--- config.mk ---
export PLATFORM = sky130hd
export DESIGN_NAME = blink_fader
export DESIGN_NICKNAME = d
export VERILOG_FILES = /design/src/rtl/blink_fader.sv
export SDC_FILE = /design/constraint.sdc
export NUM_CORES = 1
export LEC_CHECK = 0
export CAP_MARGIN = 20
export CELL_PAD_IN_SITES_DETAIL_PLACEMENT = 1
export CELL_PAD_IN_SITES_GLOBAL_PLACEMENT = 1
export CORE_MARGIN = 3
export CORE_UTILIZATION = 24
export CTS_CLUSTER_DIAMETER = 150
export DETAILED_ROUTE_END_ITERATION = 6
export PLACE_DENSITY_LB_ADDON = 0.12
export SYNTH_ARGS = -nofsm -noshare
export SYNTH_HDL_FRONTEND = slang
export SYNTH_SLANG_ARGS = --single-unit
--- constraint.sdc ---
create_clock -name clk -period 2.6 [get_ports clk]
set_clock_uncertainty 0.05 [all_clocks]
set_input_delay 0.52 -clock clk [delete_from_list [all_inputs] [get_ports clk]]
set_output_delay 0.52 -clock clk [all_outputs]
set_load 0.02 [all_outputs]
--- src/rtl/blink_fader.sv ---
// LED fader: turns the blink generator's on/off level into a linearly ramping PWM drive,
// and flags a stall when the upstream wrap pulse stops arriving.
module blink_fader #(
  parameter int PWM_BITS = 8,
  parameter int STEP     = 1,
  parameter int WD_BITS  = 16
) (
  input  logic                clk,
  input  logic                rst,
  input  logic                led_in,
  input  logic                flg_in,
  output logic                pwm_out,
  output logic [PWM_BITS-1:0] duty,
  output logic [1:0]          state,
  output logic                stall
);

  localparam logic [1:0] OFF  = 2'd0;
  localparam logic [1:0] UP   = 2'd1;
  localparam logic [1:0] ON   = 2'd2;
  localparam logic [1:0] DOWN = 2'd3;

  localparam logic [PWM_BITS-1:0] DMAX   = '1;
  localparam logic [WD_BITS-1:0]  WMAX   = '1;
  localparam logic [PWM_BITS:0]   STEP_W = (PWM_BITS+1)'(STEP);

  logic [PWM_BITS-1:0] pwm_cnt;
  logic [PWM_BITS-1:0] duty_next;
  logic [PWM_BITS-1:0] duty_up;
  logic [PWM_BITS-1:0] duty_dn;
  logic [PWM_BITS:0]   sum_up;
  logic [1:0]          state_next;
  logic                period_end;
  logic [WD_BITS-1:0]  wd_cnt;
  logic [WD_BITS-1:0]  wd_next;

  assign period_end = (pwm_cnt == DMAX);

  // One extra bit of headroom so the step can saturate instead of wrapping.
  always_comb begin
    sum_up  = {1'b0, duty} + STEP_W;
    duty_up = (sum_up > {1'b0, DMAX}) ? DMAX : sum_up[PWM_BITS-1:0];
    duty_dn = ({1'b0, duty} < STEP_W) ? '0 : (duty - STEP_W[PWM_BITS-1:0]);
  end

  // A led_in reversal takes priority over a coincident period-end step.
  always_comb begin
    state_next = state;
    duty_next  = duty;
    case (state)
      OFF: begin
        duty_next = '0;
        if (led_in) state_next = UP;
      end
      UP: begin
        if (!led_in) begin
          state_next = DOWN;
        end else if (period_end) begin
          duty_next = duty_up;
          if (duty_up == DMAX) state_next = ON;
        end
      end
      ON: begin
        duty_next = DMAX;
        if (!led_in) state_next = DOWN;
      end
      default: begin
        if (led_in) begin
          state_next = UP;
        end else if (period_end) begin
          duty_next = duty_dn;
          if (duty_dn == '0) state_next = OFF;
        end
      end
    endcase
  end

  always_ff @(posedge clk or negedge rst) begin
    if (!rst) begin
      pwm_cnt <= '0;
      duty    <= '0;
      state   <= OFF;
      pwm_out <= 1'b0;
    end else begin
      pwm_cnt <= pwm_cnt + 1'b1;
      duty    <= duty_next;
      state   <= state_next;
      pwm_out <= (pwm_cnt < duty);
    end
  end

  always_comb begin
    if (flg_in)             wd_next = '0;
    else if (wd_cnt == WMAX) wd_next = WMAX;
    else                     wd_next = wd_cnt + 1'b1;
  end

  always_ff @(posedge clk or negedge rst) begin
    if (!rst) begin
      wd_cnt <= '0;
      stall  <= 1'b0;
    end else begin
      wd_cnt <= wd_next;
      stall  <= (wd_next == WMAX);
    end
  end

endmodule

After elaboration in Yosys (flattened, before gate mapping)
Index checks and enable logic that the tools add are counted.
Widths: inputs -> output; s select.
{ "classes": {"reduce_logical": 7, "eq_ne": 13, "muxes": 18, "magnitude_cmp": 3, "add_sub_neg": 4} }
{ "op_table": {"columns": ["operator", "count"], "rows": [
  ["$mux 8", 6],
  ["$eq 16x16->1 const B", 2],
  ["$mux 16", 2],
  ["$pmux 8 s3", 1],
  ["$add 16x1->16 const B", 1],
  ["$eq 8x8->1 const B", 2],
  ["$mux 2", 8],
  ["$reduce_bool 4->1", 3],
  ["$add 8x1->9 const B", 1],
  ["$gt 9x8->1 const B", 1],
  ["$add 8x1->8 const B", 1],
  ["$logic_not 8->1", 1],
  ["$lt 8x1->1 const B", 1],
  ["$lt 8x8->1", 1],
  ["$ne 2x2->1 const B", 4],
  ["$sub 8x1->8 const B", 1],
  ["$ne 3x3->1 const B", 2],
  ["$pmux 2 s3", 1],
  ["$reduce_and 6->1", 1],
  ["$ne 4x1->1 const B", 1],
  ["$reduce_and 4->1", 1],
  ["$eq 2x1->1 const B", 1],
  ["$eq 2x2->1 const B", 1],
  ["$logic_not 2->1", 1]
]} }
{ "word_totals": {"word_cells": 51, "output_inout_bits": 12, "reg_bits": 36, "in_bits": 4} }

Depth between registers and ports, before layout
Gate-level depths: netlist of run 1.
{ "logic_depth": {"depth_word": 8, "ltp_mapped": 9, "mapped_depth_nobuf": 8} }

Least setup slack after synthesis of run 1
Ideal clock, no wire load.
{ "synth_timing": {"path_kind": "reg-to-reg", "from": "register duty[0]", "to": "register duty[7]", "stages_incl_launch_ff": 8, "synth_period_minus_slack_ps": 2295, "arrival_ps": 2181, "required_time_ps": 2486, "setup_ps": 64, "n_path_buf": 1, "path_slack_ps": 305, "cell_sequence": "dfrtp_1 > buf_2 > or3_4 > or3_4 > nor3_2 > mux2_1 > a221oi_1 > a21o_1"} }
{ "synth_via": {"elab_chain_cells": 6, "elab_cells_between_ends": 11, "classes_between": "add/sub (2); order compare (2); mux (7)"} }
{ "synth_lines": {"columns": ["element", "line_no", "source"], "rows": [
  ["from (decl)", "13", "output logic [PWM_BITS-1:0] duty,"],
  ["from (signal assigned)", "86", "duty <= duty_next;"],
  ["$add 8x1->9", "41", "sum_up = {1'b0, duty} + STEP_W;"],
  ["$gt 9x8->1", "42", "duty_up = (sum_up > {1'b0, DMAX}) ? DMAX : sum_up[PWM_BITS-1:0];"],
  ["$mux 8", "42", null],
  ["$mux 8", "58", "end else if (period_end) begin"],
  ["$mux 8", "56", "if (!led_in) begin"],
  ["$pmux 8 s3 (*)", "50", "case (state)"]
]} }
Every way passes the cells marked *; elsewhere a longest branch is shown, timed or not. The select of a mux whose other input is x is not followed.
A chain may end at the register's enable or synchronous reset.

Final worst setup path of run 1
{ "layout_timing": {"from": "register duty[1]", "to": "register state[0]"} }
{ "layout_via": {"elab_chain_cells": 6, "elab_cells_between_ends": 11, "classes_between": "add/sub (2); order compare (2); eq/ne (2); mux (2); reduce/logical (3)"} }
{ "layout_lines": {"columns": ["element", "line_no", "source"], "rows": [
  ["$add 8x1->9", "41", null],
  ["$gt 9x8->1", "42", null],
  ["$mux 8", "42", null],
  ["$eq 8x8->1", "60", "if (duty_up == DMAX) state_next = ON;"],
  ["$ne 3x3->1 (no source line)", null, null],
  ["$reduce_and 6->1 (no source line) (*)", null, null],
  ["to (signal assigned)", "87", "state <= state_next;"],
  ["to (decl)", "14", "output logic [1:0] state,"]
]} }
Every way passes the cells marked *; elsewhere a longest branch is shown, timed or not.

==> flow_summary.toml, run 1 <==
[sta]
fmax_mhz = 432.6
min_period_over_period_pct = 88.90
layout_setup_ws_ns = 0.2885
whs_ns = 0.2887
rsz0062_at_grt = "false"
min_period_ns = 2.311
tightest_slew_ns = 0.8742
setup_viol = 0
slew-limit-headroom_pct = 41.72
hold_violations = 0
drv_slew = 0
setup_tns_ns = 0

[final_layout]
nNetsFinal = 310
final_common_cell = "dfrtp_1"
multi_input_area_mm2 = 0.001450
layout-drive-gt1-share_pct = 9.932
seq_area_um2 = 900.9
fill_cells = 1171
final_cell_mix = "dfrtp_1 (36), nand2_1 (24), a21oi_1 (18)"
area_growth_pct = 16.64
diodes = 0

[worst_setup_path]
cp-start-kind = "flop"
crit_start = "duty[1]"
reg2reg_depth = 8
crit_arrival_ns = 2.48
r2r_slack_ns = 0.29
r2r-start = "duty[1]"
end_kind = "flop"
worst-setup-path-type = "flop to flop"
path_max_fanout = 6
cp.required_ns = 2.77
cp-endpoint = "state[0]"
r2r-end = "state[0]"

[detailed_routing]
wirelength_mm = 7.084
drtAntennaViolNets = 0
met3_length_um = 186
routed.top_layer = "met4"
wl_met1_mm = 3.421
vias = 2114
drcViolationCount = 0
wl_per_cell_um = 16.67
met2_length_mm = 3.410
first_pass_iters = 4
drtIter0Drc = 60
vias_per_cell = 4.974

[grt]
grt_overflow_total = 0
first_global_vias = 2202
grt_start_max_net_pins = 37
grt_antenna_before_repair = 0
grtUsageTotal_pct = 13.25
grt_pass1_wl_mm = 12.02

[logic_synthesis]
avgSynthCellArea_um2 = 9.100
synth.yosys.seq_area_share_pct = 36.53
ys_ff_latch = 36
synth.distinct_cells = 57
synthCells = 271
netlist_area_mm2 = 0.002466
syn-num-nets = 290
synth-main-ff-cell = "dfrtp_1"
async_reset_ff_share_pct = 100.0
synth-edff-count = 0
ys_warn_count = 0

[placed_design]
gp_congestion = 0.7970
dp_hpwl_mm = 5.226
place_ws_ns = 0.2522
io_buffers = 15

[clocking]
ctsResizeCount = 0
path_clk_slew_ns = 0.09
cts_sinks = 36
cts_tree = "built"
cts-buffers-inserted = 5
cts.path.max_buffers = 2
post_cts_buffers = 0
htree_levels = 2
hold_buffers = 0
clk_latency_ns = 0.29
cts-root-buf = "clkbuf_8"

[die]
die_x_um = 107.4
die_h_um = 107.4
core_area_mm2 = 0.009864
io_pins = 16
fp-row-count = 36
initial_core_util_pct = 25.00
die-area_mm2 = 0.01153

[power_and_ir_drop]
share_comb_of_total_power_pct = 55.9
power.internal_mw = 1.519
p_sw_mw = 1.297
seq_power_share_pct = 28.1
p_per_area_mw_per_mm2 = 978.8
swShare_pct = 46.05
pwr-share-clk_pct = 16.0
p_leak_nw = 1.205
vdd_drop_max_uv = 460.1

[run]
drv_cap = 0

[run_status]
status = "finished clean"

[worst_hold_path]
hold_class = "primary input to async pin"
==> how the worst min path moves through the flow <==
| stage | slack (ns) | to | cells after the start | start |
|---|---|---|---|---|
| after floorplan | 0.17 | duty[0] | 0 | rst |
| after global placement | 0.45 | pwm_cnt[0] | 1 | pwm_cnt[0] |
| after detailed placement | 0.46 | pwm_cnt[0] | 1 | pwm_cnt[0] |
| after CTS | 0.33 | wd_cnt[12] | 1 | rst |
| after global routing | 0.36 | wd_cnt[12] | 1 | rst |
| final | 0.29 | wd_cnt[12] | 1 | rst |
==> final cells by class <==
cell class | count | area share (%)
Multi-Input combinational cell | 210 | 50.41
Sequential cell | 36 | 31.32
Timing Repair Buffer | 24 | 7.395
Tap cell | 133 | 5.785
Clock buffer | 7 | 3.001
Inverter | 14 | 1.827
Clock inverter | 1 | 0.2610
==> power groups by stage <==
| stage | Sequential (mW) | Clock [mW] | Combinational (mW) |
|---|---|---|---|
| floorplan | 0.842 | 0 | 0.999 |
| global placement | 0.803 | 0 | 1.60 |
| detailed placement | 0.802 | 0 | 1.59 |
| CTS | 0.793 | 0.471 | 1.60 |
| global route | 0.816 | 0.501 | 1.77 |
| finish | 0.791 | 0.451 | 1.57 |
==> through the flow <==
| stage | instances | util, % | cell area (um2) | total power, mW |
|---|---|---|---|---|
| global route | 425 | 29.16 | 2877 | 3.083 |
| CTS | 425 | 29.16 | 2877 | 2.862 |
| global placement | 417 | 28.21 | 2783 | 2.402 |
| finish | 425 | 29.16 | 2877 | 2.816 |
| detailed placement | 417 | 28.21 | 2783 | 2.396 |
| floorplan | 271 | - | 2466 | 1.841 |
==> synthesized netlist by cell type (all sizes together) (2+ instances only) <==
| cell | instances | share of area, % |
|---|---|---|
| dfrtp | 36 | 37 |
| nand2 | 24 | 3.7 |
| a21oi | 20 | 4.4 |
| o21ai | 17 | 3.4 |
| nand3 | 16 | 3.2 |
| ha | 15 | 7.6 |
| inv | 14 | 2.1 |
| nor2 | 12 | 1.8 |
| xnor2 | 11 | 3.9 |
| xor2 | 10 | 3.6 |
| buf | 8 | 2.1 |
| nor3 | 8 | 2.2 |
| a21o | 5 | 1.5 |
| nand4 | 5 | 1.3 |
| nor4 | 5 | 1.3 |
| and4 | 4 | 1.4 |
| o31ai | 4 | 1.2 |
| a221oi | 3 | 1.1 |
| a31oi | 3 | 0.76 |
| and3 | 3 | 0.76 |
| clkbuf | 3 | 0.46 |
| nor2b | 3 | 1.1 |
| o21a | 3 | 0.91 |
| o21ba | 3 | 1.2 |
| o31a | 3 | 1.1 |
| a211oi | 2 | 0.61 |
| mux2i | 2 | 0.81 |
| nand2b | 2 | 0.51 |
| nand4b | 2 | 0.71 |
| o211ai | 2 | 0.61 |
| o21bai | 2 | 0.61 |
| or2 | 2 | 0.51 |
| or3 | 2 | 0.91 |
| or4 | 2 | 0.61 |
==> sequential cells by signal, summed over array words and instances, names as in the netlist <==
| register | count |
|---|---|
| state | 2 |
| stall | 1 |
| wd_cnt | 16 |
| pwm_cnt | 8 |
| pwm_out | 1 |
| duty | 8 |
==> worst max-delay path, stage by stage (launching register included) <==
cell      delay, ns
dfrtp_1        0.44
inv_1          0.13
ha_1           0.24
or4b_4         0.55
nor2b_4        0.20
o21a_1         0.18
a311oi_1       0.10
a21oi_1        0.16
mux2i_1        0.19
==> kinds of logic (layout without fill, tap and decap cells) <==
logic type,count (synthesis),in the layout,synth area share (%)
compound gates,77,77,21.06
fa+ha+maj,15,15,7.610
buf+inv,25,46,4.667
flops,36,36,36.53
xor+xnor,21,21,7.458
simple gates,94,94,21.41
mux,3,3,1.268
==> metal layers <==
metal / GRT usage, % / vias to the layer above
met3: 2.040 / 8
met4: 3.246 / 0
li1: - / 1032
met5: 0 / -
met2: 22.30 / 30
met1: 17.80 / 1044
Note: power is estimated with default switching activity, not from simulation.
==> inputs of run 2 (changes only) <==
--- a/config.mk
+++ b/config.mk
@@ -5,6 +5,7 @@
 export SDC_FILE = /design/constraint.sdc
 export NUM_CORES = 1
 export LEC_CHECK = 0
+export ABC_AREA = 1
 export CAP_MARGIN = 20
 export CELL_PAD_IN_SITES_DETAIL_PLACEMENT = 1
 export CELL_PAD_IN_SITES_GLOBAL_PLACEMENT = 1
==> run 2 against run 1 <==
  * Wire length rose by 4.9%
  * Global-route usage is 0.46 points lower
  * Final cell count is 20% higher
  * Area after synthesis grew 7.4%
  * Largest power group unchanged
  * Cell area up 6.4%
  * Fmax grew 2.0%
  * Die area up 6.9%
  * Critical path depth grew 5
  * First-iteration DRC count decreased by 33%
  * Count of clock-buffer cells in the layout decreased by 2
  * Setup slack improved by 0.045 ns
  * Sequential share of layout area down 1.9 points
==> flow_summary.toml, run 2 <==
[logic_synthesis]
synth_top_area_cell = "dfrtp_1"
synth.distinct_cells = 42
synth_common_cells = "nand2_1 (81), inv_1 (38), dfrtp_1 (36)"
synth.yosys.seq_area_share_pct = 34.03
ys_ff_latch = 36
ys_warn_count = 0
ys_top_cells_by_area = "dfrtp_1 (34%), nand2_1 (11%), ha_1 (7.6%), nand3_1 (6.0%), xor2_1 (5.6%)"
syn-num-nets = 373
avgSynthCellArea_um2 = 7.500
async_reset_ff_share_pct = 100.0
synthCells = 353
netlist_area_mm2 = 0.002648
synth-edff-count = 0
synth_top_area_share_pct = 34.03
synth-main-ff-cell = "dfrtp_1"
synth.most_common_cell = "nand2_1"

[die]
die-area_mm2 = 0.01233
core_area_mm2 = 0.01051
io_pins = 16
die_x_um = 111.0
die_h_um = 111.0
fp-row-count = 37
initial_core_util_pct = 25.19

[detailed_routing]
drcViolationCount = 0
vias_per_cell = 4.473
first_pass_iters = 4
drtIter0Drc = 40
wirelength_mm = 7.432
wl_per_cell_um = 14.60
vias = 2277
drtAntennaViolNets = 0

[final_layout]
layout-drive-gt1-share_pct = 11.26
largest_reg_flops = 16
nNetsFinal = 392
fin_util_pct = 29.12
seq_area_um2 = 900.9
area_growth_pct = 15.60
max_flop_register = "wd_cnt"
final_common_cell = "nand2_1"
final_cell_mix = "nand2_1 (81), inv_1 (38), dfrtp_1 (36)"
top_regs = "wd_cnt (16), duty (8), pwm_cnt (8)"
multi_input_area_mm2 = 0.001535
layout.cells.non_filler = 509
fill_cells = 1291
diodes = 0

[worst_setup_path]
cp-start-kind = "flop"
path_cells = "inv_2 -> ha_1 -> nand3_2 -> nor3_4 -> nand2_2 -> o21ai_1 -> nand3_1 -> nor2_1 -> nand2_1 -> nand2_1 -> nand2_1 -> nand2_1 -> nand2_1"
r2r_slack_ns = 0.33
crit_arrival_ns = 2.41
r2r-start = "duty[0]"
cpMostUsedCell = "nand2_1"
end_kind = "flop"
path_max_fanout = 8
reg2reg_depth = 13
worst-setup-path-type = "flop to flop"
cpPeakStageDelay_ns = 0.48
r2r-end = "state[0]"
cp-endpoint = "state[0]"
crit_start = "duty[0]"
cpMaxStageDelayCell = "dfrtp_1"
cp.required_ns = 2.74

[run]
drv_cap = 0

[grt]
grt_start_max_net_pins = 37
gr-max-usage-layer = "met1"
grtUsageTotal_pct = 12.79
grt_pass1_wl_mm = 12.89
met1_usage_pct = 19.23
grt_use_met2_pct = 18.81
grt_overflow_total = 0
first_global_vias = 2459
grt_antenna_before_repair = 0
grt.met3_usage_pct = 2.511

[clocking]
post_cts_buffers = 0
cts-root-buf = "clkbuf_8"
path_clk_slew_ns = 0.08
clk_latency_ns = 0.29
hold_buffers = 0
cts-buffers-inserted = 5
cts_sinks = 36
cts_tree = "built"
htree_levels = 2
cts.path.max_buffers = 2
ctsResizeCount = 0

[worst_hold_path]
hold_class = "primary input to async pin"

[sta]
drv_slew = 0
min_period_over_period_pct = 87.17
tightest_slew_ns = 0.8714
whs_ns = 0.2804
setup_tns_ns = 0
rsz0062_at_grt = "false"
setup_viol = 0
fmax_mhz = 441.2
hold_violations = 0
min_period_ns = 2.266
slew-limit-headroom_pct = 41.91

[placed_design]
placed_cells = 501
io_buffers = 15
dp_hpwl_mm = 5.887
gp_congestion = 0.7721

[power_and_ir_drop]
p_leak_nw = 1.520
vdd_drop_max_uv = 390.1
p_per_area_mw_per_mm2 = 906.7

[run_status]
status = "finished clean"
[run 2: cell families after synthesis]
kind of cell	share of synthesized area (%)
simple gates	35.59
buf+inv	7.987
compound gates	8.885
flops	34.03
xor+xnor	5.955
fa+ha+maj	7.561
[run 2: critical path, delay by kind of cell, from the launching register on]
kind	cells	cell delay (ns)
AND/OR/NAND/NOR	10	1.06
flip-flops	1	0.48
adder cells (fa/ha/maj)	1	0.23
buffers and inverters	1	0.17
AO/OA/AOI/OAI	1	0.16
[run 2: cell type report]
class | count | area share (%)
tap | 136 | 5.560
clock inverter | 3 | 1.390
clock buffer | 5 | 2.249
sequential | 36 | 29.44
inverter | 46 | 5.724
timing repair buffer | 18 | 5.478
multi-input combinational | 265 | 50.16
[run 2: per-layer routing]
metal	part of all wire, %	routed length (um)	vias up
li1	-	-	1173
met1	56	4125	1083
met2	42	3106	19
met3	2.3	169	2
met4	0.40	30	0
met5	0	0	-
[run 2: power by group]
part	leakage (nW)	total (mW)	switching, mW	internal, mW
Clock	0.0541	0.513	0.229	0.284
Sequential	0.468	0.824	0.173	0.651
Combinational	0.998	1.44	0.907	0.532
Total	1.52	2.77	1.31	1.47
[run 2: metrics by stage]
step | setup slack [ns] | power (mW) | cell area (um2)
2_1_floorplan | 0.6907 | 1.790 | 2648
3_3_place_gp | 0.3520 | 2.303 | 2949
3_5_place_dp | 0.3347 | 2.299 | 2949
4_1_cts | 0.3104 | 2.829 | 3060
5_1_grt | 0.1042 | 3.062 | 3060
6_report | 0.3337 | 2.775 | 3060
[run 2: worst min-delay path by stage]
stage | end | slack, ns | depth (start not counted)
after floorplan | duty[0] | 0.17 | 0
after detailed placement | pwm_cnt[0] | 0.43 | 1
after global placement | pwm_cnt[0] | 0.44 | 1
after global routing | duty[6] | 0.36 | 1
final | duty[3] | 0.28 | 1
after CTS | duty[3] | 0.32 | 1
==> edit 1, RTL diff (config.mk and constraints of run 1) <==
`PWM_BITS`: 8 -> 12.
--- a/src/rtl/blink_fader.sv
+++ b/src/rtl/blink_fader.sv
@@ -3,3 +3,3 @@
 module blink_fader #(
-  parameter int PWM_BITS = 8,
+  parameter int PWM_BITS = 12,
   parameter int STEP     = 1,
Ports: changed (resized duty); port bits go from 16 to 20. No check against the original RTL was run, so the function may have changed too.
==> edit 1 against run 1 <==
  * Count of clock-buffer cells in the layout shrank 1
  * Total power grew 54%
  * Wire length grew 50%
  * Utilization grew 1.4 points
  * Worst setup slack lost 0.18 ns
  * Synthesized area grew 33%
  * Sequential cell count grew 8
  * Design area grew 41%
==> edit 1: results (changes against run 1) <==
CTS root buf - clkbuf_16
WHS - 0.242 ns (-0.0464 ns)
Initial DRC Count - 113 (+88%)
Outcome - complete, no violations
Rel. slew slack - 59.8% (+18 points)
Leakage - 1.65 nW (+37%)
Placed Instance Area - 0.00388 mm^2 (+39%)
Adder-cell share of the synthesized area - 7.64% (+0.032 points)
Clk power - 767 uW (+70%)
GR Util met3 - 2.63% (+0.59 points)
Metal-1 WL - 5340 um (+56%)
Xor/xnor cell area share of the yosys netlist - 8.56% (+1.1 points)
Synth cell count leaders - 44 x dfrtp_1, 31 x a21oi_1, 30 x nand2_1
Worst Path Arrival - 2.63 ns (+0.15 ns)
FF-to-FF setup slack - 0.11 ns (-0.18 ns)
Top cells by area, synth - dfrtp_1 34%, ha_1 7.6%, a21oi_1 4.7%
Via count - 3000 (+42%)
Post-Syn Instances - 370 (+37%)
Worst VDD drop - 0.416 mV (-9.5%)
Reg clk slew, reported paths - 0.07 ns (-0.02 ns)
M1 GR Usage - 21.9% (+4.1 points)
Worst r2r src - duty[0]
Ratio of cells with drive above 1 in the final layout - 17.3% (+7.4 points)
R2R depth - 10 (+2)
Crit Path Max Fanout - 4 (-2)
Sequential area share after synthesis - 33.6% (-2.9 points)
Post-synthesis cell type count - 65 (+14%)
Crit path max-delay cell type - or4_4
Largest stage delay on the critical path - 0.46 ns (-0.09 ns)
Maximum number of pins on one net before global-route repair - 45 (+22%)
Routed WL - 10600 um (+50%)
Largest regs - wd_cnt x16, duty x12, pwm_cnt x12
==> edit 1: cell types whose count changed after synthesis, sizes merged, moves of 8 or more <==
cell / delta
dfrtp: +8
nor2: +16
a21oi: +11
nand3: +11
clkbuf: +9
==> edit 1: area by class of cell <==
type / instances / area [um^2]
Sequential cell: 44 / 1100
Clock buffer: 6 / 139
Tap cell: 176 / 220
Multi-Input combinational cell: 289 / 1990
Fill cell: 1546 / 9230
Inverter: 18 / 67.6
Timing Repair Buffer: 62 / 508
Clock inverter: 2 / 38.8
==> edit 1: how the worst max path moves through the flow <==
stage	cells past startpoint	to	start	slack (ns)
floorplan	10	state[1]	duty[0]	0.03
global placement	8	state[1]	duty[0]	0.06
detailed placement	8	state[1]	duty[0]	0.008
CTS	8	state[1]	duty[0]	0.01
global route	11	state[1]	duty[0]	0.01
finish	10	state[1]	duty[0]	0.11
==> edit 2, RTL diff (settings of run 1) <==
Made on the original files. Remove the register `pwm_out`: a continuous assignment takes its place, so the output `pwm_out` follows one clock earlier.
--- a/src/rtl/blink_fader.sv
+++ b/src/rtl/blink_fader.sv
@@ -82,3 +82,2 @@
       state   <= OFF;
-      pwm_out <= 1'b0;
     end else begin
@@ -87,5 +86,6 @@
       state   <= state_next;
-      pwm_out <= (pwm_cnt < duty);
     end
   end
+
+  assign pwm_out = (pwm_cnt < duty);
 
Function: same outputs for any inputs over 10 cycles, from zero or initial values and one cycle with rst low; that may be too few to reach the edited logic, so the function may still have changed.
==> edit 2 against run 1 <==
  * Count of clock-buffer cells in the layout shrank 1
  * Largest power group unchanged
  * Final cell count grew 1.9%
  * Design area grew 1.3%
  * Sequential cell count shrank 1
  * Hold slack lost 0.00079 ns
  * Worst setup slack lost 0.13 ns
  * Clock power shrank 7.5%
  * Global-route usage shrank 0.23 points
  * Synthesized area shrank 1.0%
  * First-iteration DRC count grew 50%
  * Highest routed layer unchanged
  * Wire length shrank 1.9%
  * Total power is essentially flat
==> edit 2: results (changes against run 1) <==
DRT Pass-1 Iters - 4 (unchanged)
Cell internal pwr - 1.52 mW (-0.24%)
Placed Instance Area - 0.00281 mm^2 (+0.99%)
Longest Clk Path Bufs - 2 (unchanged)
Top cells by area, synth - dfrtp_1 36%, ha_1 7.7%, xnor2_1 3.9%
Ratio of cells with drive above 1 in the final layout - 13.7% (+3.7 points)
Via count - 2107 (-0.33%)
Antenna violations before repair - 0 (unchanged)
Delay-heaviest family, CP - compound AO/OA/AOI/OAI gates
Layout Nets - 318 (+2.6%)
Routability Congestion - 0.738 (-7.4%)
Largest stage delay on the critical path - 0.39 ns (-0.16 ns)
Hold Path Class - input port to asynchronous set/reset pin
Worst R2R End - state[0]
Wire per inst - 16.0 um (-3.7%)
Ys async rst share - 100% (unchanged)
First-pass GRT wire length - 11700 um (-2.6%)
Warnings from Yosys - 0 (unchanged)
R2R depth - 9 (+1)
CTS root buf - clkbuf_8
Worst Path Arrival - 1.87 ns (-0.61 ns)
Reg clk slew, reported paths - 0.09 ns (about the same)
Crit Path Max Fanout - 2 (-4)
Worst VDD drop - 0.213 mV (-54%)
Outcome - complete, no violations
WHS - 0.288 ns (-0.000793 ns)
Sequential area share after synthesis - 35.9% (-0.65 points)
Yosys top cell area share - 35.9% (-0.65 points)
FF-to-FF setup slack - 0.19 ns (-0.10 ns)
Maximum number of pins on one net before global-route repair - 36 (-2.7%)
Post-synthesis cell type count - 57 (unchanged)
Initial DRC Count - 90 (+50%)
Syn Nets - 289 (-0.34%)
Synth cell count leaders - 35 x dfrtp_1, 24 x nand2_1, 18 x a21oi_1
Leakage - 1.24 nW (+2.6%)
Total track usage - 13.0% (-0.23 points)
Worst-Margin Slew - 0.898 ns (+0.0242 ns)
Worst r2r src - duty[0]
Vias in the first global route - 2183 (-0.86%)
Final HPWL DP - 5100 um (-2.4%)
Crit path max-delay cell type - dfrtp_1
Largest regs - wd_cnt x16, duty x8, pwm_cnt x8
-- edit 2: worst max path at each step --
stage,startpoint,end,slack [ns],depth (start not counted)
final,pwm_cnt[1],pwm_out,0.16,7
after global routing,duty[0],state[0],0.01,9
after CTS,duty[1],pwm_out,0.005,8
after detailed placement,duty[1],pwm_out,-0.15,8
after global placement,duty[1],pwm_out,-0.10,8
after floorplan,duty[1],pwm_out,0.11,7
-- edit 2: final cells by class --
type                            instances  area (um^2)
Clock buffer                            6         72.6
Clock inverter                          2         12.5
Fill cell                            1180         6910
Inverter                               14         52.6
Multi-Input combinational cell        210         1460
Sequential cell                        35          876
Tap cell                              133          166
Timing Repair Buffer                   33          278
-- edit 2: power by group through the flow --
stage	Combinational [mW]	Clock [mW]	Sequential, mW
detailed placement	1.71	0	0.702
CTS	1.73	0.437	0.691
global placement	1.72	0	0.698
finish	1.71	0.417	0.691
global route	1.92	0.462	0.702
floorplan	1.01	0	0.811
-- edit 2: worst reg2reg max path, cell delays in order, from the launching register on --
cell and delay [ns]:
dfrtp_1 0.40, buf_4 0.18, inv_1 0.06, ha_1 0.22
or4b_4 0.55, nor2b_4 0.22, o21a_1 0.18, a311oi_1 0.10
a21oi_1 0.18, mux2i_1 0.21
-- edit 2: layer usage --
layer,share of wire [%],GRT usage (%),vias to the layer above
li1,-,-,1047
met1,55,19.5,1038
met2,42,19.4,16
met3,2.1,2.23,6
met4,1.1,3.29,0
met5,0,0,-
-- edit 2: what timing repair did --
| item | in CTS | in global routing |
|---|---|---|
| buffers inserted | 0 | 2 |
| setup endpoints to repair | 1 | 2 |
| pin swaps | 0 | 5 |
| resized for setup | 7 | 1 |
| gates cloned | 0 | 0 |
-- edit 2: cell families after synthesis --
logic type	share of synthesized area [%]
multiplexers	1.28
adder cells (fa/ha/maj)	7.69
buffers and inverters	4.72
flip-flops	35.9
XOR/XNOR	7.53
AND/OR/NAND/NOR	21.6
AO/OA/AOI/OAI	21.3
-- edit 2: metrics by stage --
step	util [%]	instances	TNS [ns]	setup slack (ns)
after floorplan	-	270	0	0.113
after global routing	29.7	433	0	0.0105
after global placement	28.6	423	-0.104	-0.104
after detailed placement	28.6	423	-0.152	-0.152
final	29.7	433	0	0.155
after CTS	29.5	431	0	0.00492
